[config.mk]
export PLATFORM = sky130hd
export DESIGN_NAME = if_stage
export DESIGN_NICKNAME = d
export VERILOG_FILES = /design/src/rtl/if_stage_pkg.sv /design/src/rtl/pc_reg.sv /design/src/rtl/if_stage.sv
export SDC_FILE = /design/constraint.sdc
export NUM_CORES = 1
export LEC_CHECK = 0
export BUFFER_PORTS_ARGS = -buffer_cell sky130_fd_sc_hd__buf_4
export CORE_UTILIZATION = 45
export DETAILED_ROUTE_END_ITERATION = 12
export GPL_TIMING_DRIVEN = 0
export PLACE_DENSITY = 0.81
export RECOVER_POWER = 50
export SYNTH_ARGS = -nofsm -noshare
export SYNTH_HDL_FRONTEND = slang
export SYNTH_SLANG_ARGS = --single-unit
[constraint.sdc]
create_clock -name clk -period 5.99 [get_ports clk]
set_input_delay 1.797 -clock clk [delete_from_list [all_inputs] [get_ports clk]]
set_output_delay 1.797 -clock clk [all_outputs]
set_load 0.01 [all_outputs]
[src/rtl/if_stage_pkg.sv]
// Shared constants and PC helpers for the fetch stage.
package if_stage_pkg;

  localparam int               INSTR_W      = 32;
  localparam logic [INSTR_W-1:0] PC_INC       = 32'd4;
  localparam logic [INSTR_W-1:0] DEF_RESET_PC = 32'h0000_0000;
  // sll $0,$0,0
  localparam logic [INSTR_W-1:0] DEF_NOP      = 32'h0000_0000;

  function automatic logic [INSTR_W-1:0] pc_incr(input logic [INSTR_W-1:0] a);
    return a + PC_INC;
  endfunction

  function automatic logic [INSTR_W-1:0] pc_align(input logic [INSTR_W-1:0] a);
    return a & ~32'h0000_0003;
  endfunction

endpackage

[src/rtl/pc_reg.sv]
// Program counter with next-PC select: redirect beats stall beats increment.
module pc_reg
  import if_stage_pkg::*;
#(
  parameter logic [INSTR_W-1:0] RESET_PC = DEF_RESET_PC
) (
  input  logic               clk,
  input  logic               rst,
  input  logic               stall,
  input  logic               redirect_valid,
  input  logic [INSTR_W-1:0] redirect_pc,
  output logic [INSTR_W-1:0] pc
);

  always_ff @(posedge clk or negedge rst) begin
    if (!rst)
      pc <= RESET_PC;
    else if (redirect_valid)
      pc <= pc_align(redirect_pc);
    else if (!stall)
      pc <= pc_incr(pc);
  end

endmodule

[src/rtl/if_stage.sv]
// Fetch stage: drives imem from the PC and captures {pc, pc+4, instr} into IF/ID.
module if_stage
  import if_stage_pkg::*;
#(
  parameter logic [INSTR_W-1:0] RESET_PC  = DEF_RESET_PC,
  parameter logic [INSTR_W-1:0] NOP_INSTR = DEF_NOP
) (
  input  logic               clk,
  input  logic               rst,
  input  logic               stall,
  input  logic               flush,
  input  logic               redirect_valid,
  input  logic [INSTR_W-1:0] redirect_pc,
  output logic [INSTR_W-1:0] imem_addr,
  input  logic [INSTR_W-1:0] imem_rdata,
  output logic [INSTR_W-1:0] pc_out,
  output logic [INSTR_W-1:0] pc_plus4_out,
  output logic [INSTR_W-1:0] instr_out,
  output logic               valid_out
);

  logic [INSTR_W-1:0] pc_p0;
  logic [INSTR_W-1:0] pc4_p0;
  logic [INSTR_W-1:0] pc_p1;
  logic [INSTR_W-1:0] pc4_p1;
  logic [INSTR_W-1:0] instr_p1;
  logic               vld_p1;

  pc_reg #(
    .RESET_PC(RESET_PC)
  ) u_pc_reg (
    .clk           (clk),
    .rst           (rst),
    .stall         (stall),
    .redirect_valid(redirect_valid),
    .redirect_pc   (redirect_pc),
    .pc            (pc_p0)
  );

  assign pc4_p0    = pc_incr(pc_p0);
  assign imem_addr = pc_p0;

  // IF -> ID boundary: flush beats stall beats capture
  always_ff @(posedge clk or negedge rst) begin
    if (!rst) begin
      pc_p1    <= '0;
      pc4_p1   <= '0;
      instr_p1 <= NOP_INSTR;
      vld_p1   <= 1'b0;
    end else if (flush) begin
      pc_p1    <= '0;
      pc4_p1   <= '0;
      instr_p1 <= NOP_INSTR;
      vld_p1   <= 1'b0;
    end else if (!stall) begin
      pc_p1    <= pc_p0;
      pc4_p1   <= pc4_p0;
      instr_p1 <= imem_rdata;
      vld_p1   <= 1'b1;
    end
  end

  assign pc_out       = pc_p1;
  assign pc_plus4_out = pc4_p1;
  assign instr_out    = instr_p1;
  assign valid_out    = vld_p1;

endmodule

After elaboration in Yosys (flattened, before gate mapping)
Index checks and enable logic that the tools add are counted.
{ "classes": {"n_eq_ne": 2, "div_mod_pow": 0, "n_mux": 9, "reduce_logical": 0, "n_addsub": 1, "bitwise_logic": 0, "n_lt_le_gt_ge": 0, "n_shift": 0, "multipliers": 0} }
{ "ops": {"columns": ["operator", "count"], "rows": [
  ["32-bit two-way mux", 7],
  ["32-bit by 3-bit adder with 32-bit output (second input constant)", 1],
  ["2-bit by 1-bit inequality test with 1-bit output (second input constant)", 2],
  ["1-bit two-way mux", 2]
]} }
{ "totals": {"wordCells": 17, "ff_bits": 129, "memories": 0, "romBits": 0, "ram_bits": 0, "output_inout_bits": 129, "in_bits": 69, "latchBits": 0} }

Longest topological paths before layout
{ "depth": {"word_depth": 3, "ltp_mapped": 6, "mapped_depth_nobuf": 5} }

Modules after synthesis
From an unflattened synthesis, not the netlist that was laid out.
{ "unflattened": {"hier_cells": 609, "hier_area_um2": 6177.2} }
{ "modules_own_cells": {"columns": ["mod", "cells_per_inst", "area_per_inst_um2", "n_inst", "seq_area_each_um2"], "rows": [
  ["if_stage", 415, 4415.5, 1, 2377.3],
  ["pc_reg", 194, 1761.7, 1, 750.7]
]} }

Least setup slack after synthesis
Ideal clock, no wire load.
{ "synth_timing": {"kind": "input -> register", "from": "in stall", "to": "reg u_pc_reg.pc[28]", "arrival_time_ns": 3.285, "path_buffers": 1, "setup_time_ns": 0.082, "required_ns": 5.908, "path_slack_ns": 2.623, "cell_stages": 5, "path_cell_list": "clkbuf_1 nand4b_1 or4_1 or4_1 a31oi_1"} }
{ "synth_via": {"elab_chain_len": 1} }
{ "synth_lines": {"columns": ["item", "line_no", "source"], "rows": [
  ["start: declaration", "if_stage.sv:10", "input logic stall,"],
  ["2-bit by 1-bit inequality test with 1-bit output (no line)", null, null],
  ["end signal: assignment", "pc_reg.sv:19", "pc <= pc_align(redirect_pc);"],
  ["end signal: assignment", "pc_reg.sv:21", "pc <= pc_incr(pc);"],
  ["end: declaration", "pc_reg.sv:12", "output logic [INSTR_W-1:0] pc"]
]} }
Every way passes these cells.
A chain may end at the register's enable or synchronous reset.

==> impl_metrics.py <==
metrics = {
    "finish": {
        "largest_register_ffs": 32,
        "n_antenna_cell": 0,
        "fillers": 1116,
        "area_growth_pct": 32.7,
        "layout.nets": 892,
        "final_layout_size_suffix_gt1_frac": 0.207,
    },
    "worst_setup_path": {
        "crit_type": "in -> async",
        "critPathBufInv": 1,
        "end_kind": "asynchronous set/reset pin",
        "path_delay_family": "buffers and inverters",
        "worstPathCellList": "clkbuf_1",
        "critPathMaxFanout": 50,
        "max_stage_delay_ns": 1.97,
        "required_ns": 5.89,
        "r2r_slack_ns": 3.13,
        "crit_arrival_ns": 3.81,
        "cp_slowest_cell": "clkbuf_1",
        "critical_path.startpoint_type": "input port",
    },
    "logic_synthesis": {
        "synthAdderAreaFrac": 0.00208,
        "synthMuxAreaShare": 0.0934,
        "synth_seq_area_share": 0.517,
        "synth-compound-area-share": 0.116,
        "synth-simple-area-share": 0.190,
        "synth_top_family_by_area": "simple AND/OR/NAND/NOR gates",
        "synthFlopType": "dfrtp_1",
        "synth_edf_count": 0,
        "synth_commonest_cells": "dfrtp_1, nor2_1, mux2i_1, clkbuf_1, nand2_1",
        "synth-xor-area-share": 0.0321,
        "syn_avg_cell_area_sq_um": 9.84,
        "syn_area_sq_um": 6000,
        "yosysTopAreaCell": "dfrtp_1",
        "synthTopCellsByArea": "dfrtp_1, mux2i_1, nor2_1",
        "ys_ff_latch": 124,
        "synth-async-reset-ratio": 1.00,
        "synth_top_cell_area_share": 0.517,
        "yosysUniqueCellTypes": 41,
        "syn_inst": 610,
        "synth_most_common_cell": "dfrtp_1",
        "yosys_warnings": 0,
    },
    "die": {
        "row_count": 41,
        "num_io_pins": 198,
        "core_area_sq_um": 12800,
        "fp.dieArea_sq_um": 13800,
        "start_util": 0.468,
        "die_height_microns": 118,
        "die_width_microns": 118,
    },
    "sta": {
        "fin_crit_sh": 0.653,
        "hold_viol": 0,
        "setup_tns_ns": 0,
        "slew_headroom": -0.893,
        "rsz0062_at_grt": "no",
        "slew_violations": 50,
        "finalClockSkew_ns": 0.00732,
        "worstMarginPinSlew_ns": 2.84,
        "fmax_ghz": 0.256,
        "period_minus_slack_ns": 3.91,
        "hold_ws_ns": 0.516,
        "setup_viol": 0,
    },
    "global_route": {
        "grt-ovfl-total": 0,
        "grt_use_total": 0.272,
        "grt_pass1_wl_microns": 29100,
        "antenna_found_initial": 0,
        "grt_max_degree": 76,
        "grt_pass1_vias": 5511,
    },
    "power_and_ir_drop": {
        "powerDensity_nw_per_um2": 280,
        "leakage_nw": 3.62,
        "worst_ir_drop_vdd_v": 0.000150,
    },
    "placement": {
        "hpwl_microns": 13000,
        "portBuffers": 191,
        "place_congestion": 0.901,
    },
    "status": {
        "status": "complete, but fails checks",
        "violations": "capacitance limit, slew limit",
    },
    "cts": {
        "post_cts_buffers": 0,
        "ctsHoldBuffers": 0,
        "htree_levels": 4,
        "clk_latency_ns": 0.42,
        "numCtsBuffers": 17,
        "cts.sinks": 124,
        "cts_tree": "built",
        "ctsRootBufferMaster": "clkbuf_16",
        "clkTransAtPathRegs_ns": 0.05,
        "clockBufferDepth": 2,
        "cts_resized": 0,
    },
    "worst_hold_path": {
        "min_path_type": "reg -> reg",
    },
    "detailed_routing": {
        "post_drt_wl_per_cell_microns": 18.3,
        "routed_wl_microns": 18300,
        "vias": 5703,
        "drc": 0,
        "vias_per_cell": 5.68,
        "drtIter0Drc": 524,
        "drtPass1Iterations": 5,
        "ant_nets": 0,
    },
    "job": {
        "drv_cap": 1,
    },
}
[cell usage in the layout, fill, tap and decap left out, types with 11 or more instances in the layout]
| cell | instances |
|---|---|
| inv_1 | 13 |
| dfrtp_1 | 124 |
| nand2_1 | 37 |
| a211oi_1 | 11 |
| nor4_1 | 12 |
| a21oi_1 | 16 |
| o21ai_0 | 28 |
| mux2i_1 | 56 |
| xnor2_1 | 14 |
| a31oi_1 | 15 |
| buf_4 | 134 |
| or3_1 | 11 |
| clkbuf_1 | 109 |
| or4_1 | 14 |
| clkbuf_16 | 17 |
| nor2_1 | 100 |
| nand3_1 | 15 |
[worst paths after layout]
check / to / from / cells past startpoint
setup / recovery: pc_plus4_out[17] / rst / 1
max in group clk: pc_out[14] / stall / 5
hold / removal: instr_out[0] / instr_out[0] / 2
hold reg to reg: instr_out[0] / instr_out[0] / 2
setup reg to reg: pc_plus4_out[30] / u_pc_reg.pc[2] / 5
min in group asynchronous: u_pc_reg.pc[7] / rst / 1
[kinds of logic after synthesis]
| group | Yosys count |
|---|---|
| AOI/OAI and AO/OA | 105 |
| xor gates and xnor gates | 22 |
| buffers and inverters | 70 |
| other | 1 |
| adders and majority gates | 1 |
| and+or+nand+nor | 231 |
| muxes | 56 |
| DFF | 124 |
[layout make-up]
class                      instances  area, sq um  share of cell area
buffer                            56          241              0.0303
clock buffer                      27          503              0.0632
clock inverter                     2         10.0             0.00126
inverter                          14         52.6             0.00660
multi-input combinational        417         2610               0.328
sequential                       124         3100               0.390
tap                              172          215              0.0270
timing repair buffer             192         1230               0.154
[routing by layer]
metal	GRT usage	vias up	wire (microns)
met4	0.120	0	556
met1	0.361	2734	7640
met2	0.419	312	8400
met3	0.0712	50	1730
met5	0	-	0
li1	-	2607	-
[report_power, final]
group / switching (mW) / internal (mW) / leakage (nW) / total (mW)
sequential: 0.0565 / 0.900 / 1.59 / 0.957
combinational: 0.213 / 0.158 / 1.78 / 0.370
clock: 0.338 / 0.563 / 0.253 / 0.901
[through the flow]
stage	worst slack, ns	cell area, sq um	cells	total power, mW	util
after floorplan	2.62	6010	611	1.15	-
after global placement	1.91	7660	974	1.35	0.597
after detailed placement	1.91	7690	975	1.36	0.599
after CTS	2.34	8200	1004	2.26	0.639
after global routing	1.62	7960	1004	2.32	0.621
final	2.08	7960	1004	2.23	0.621
No activity file was read; power rests on OpenSTA's default activity.
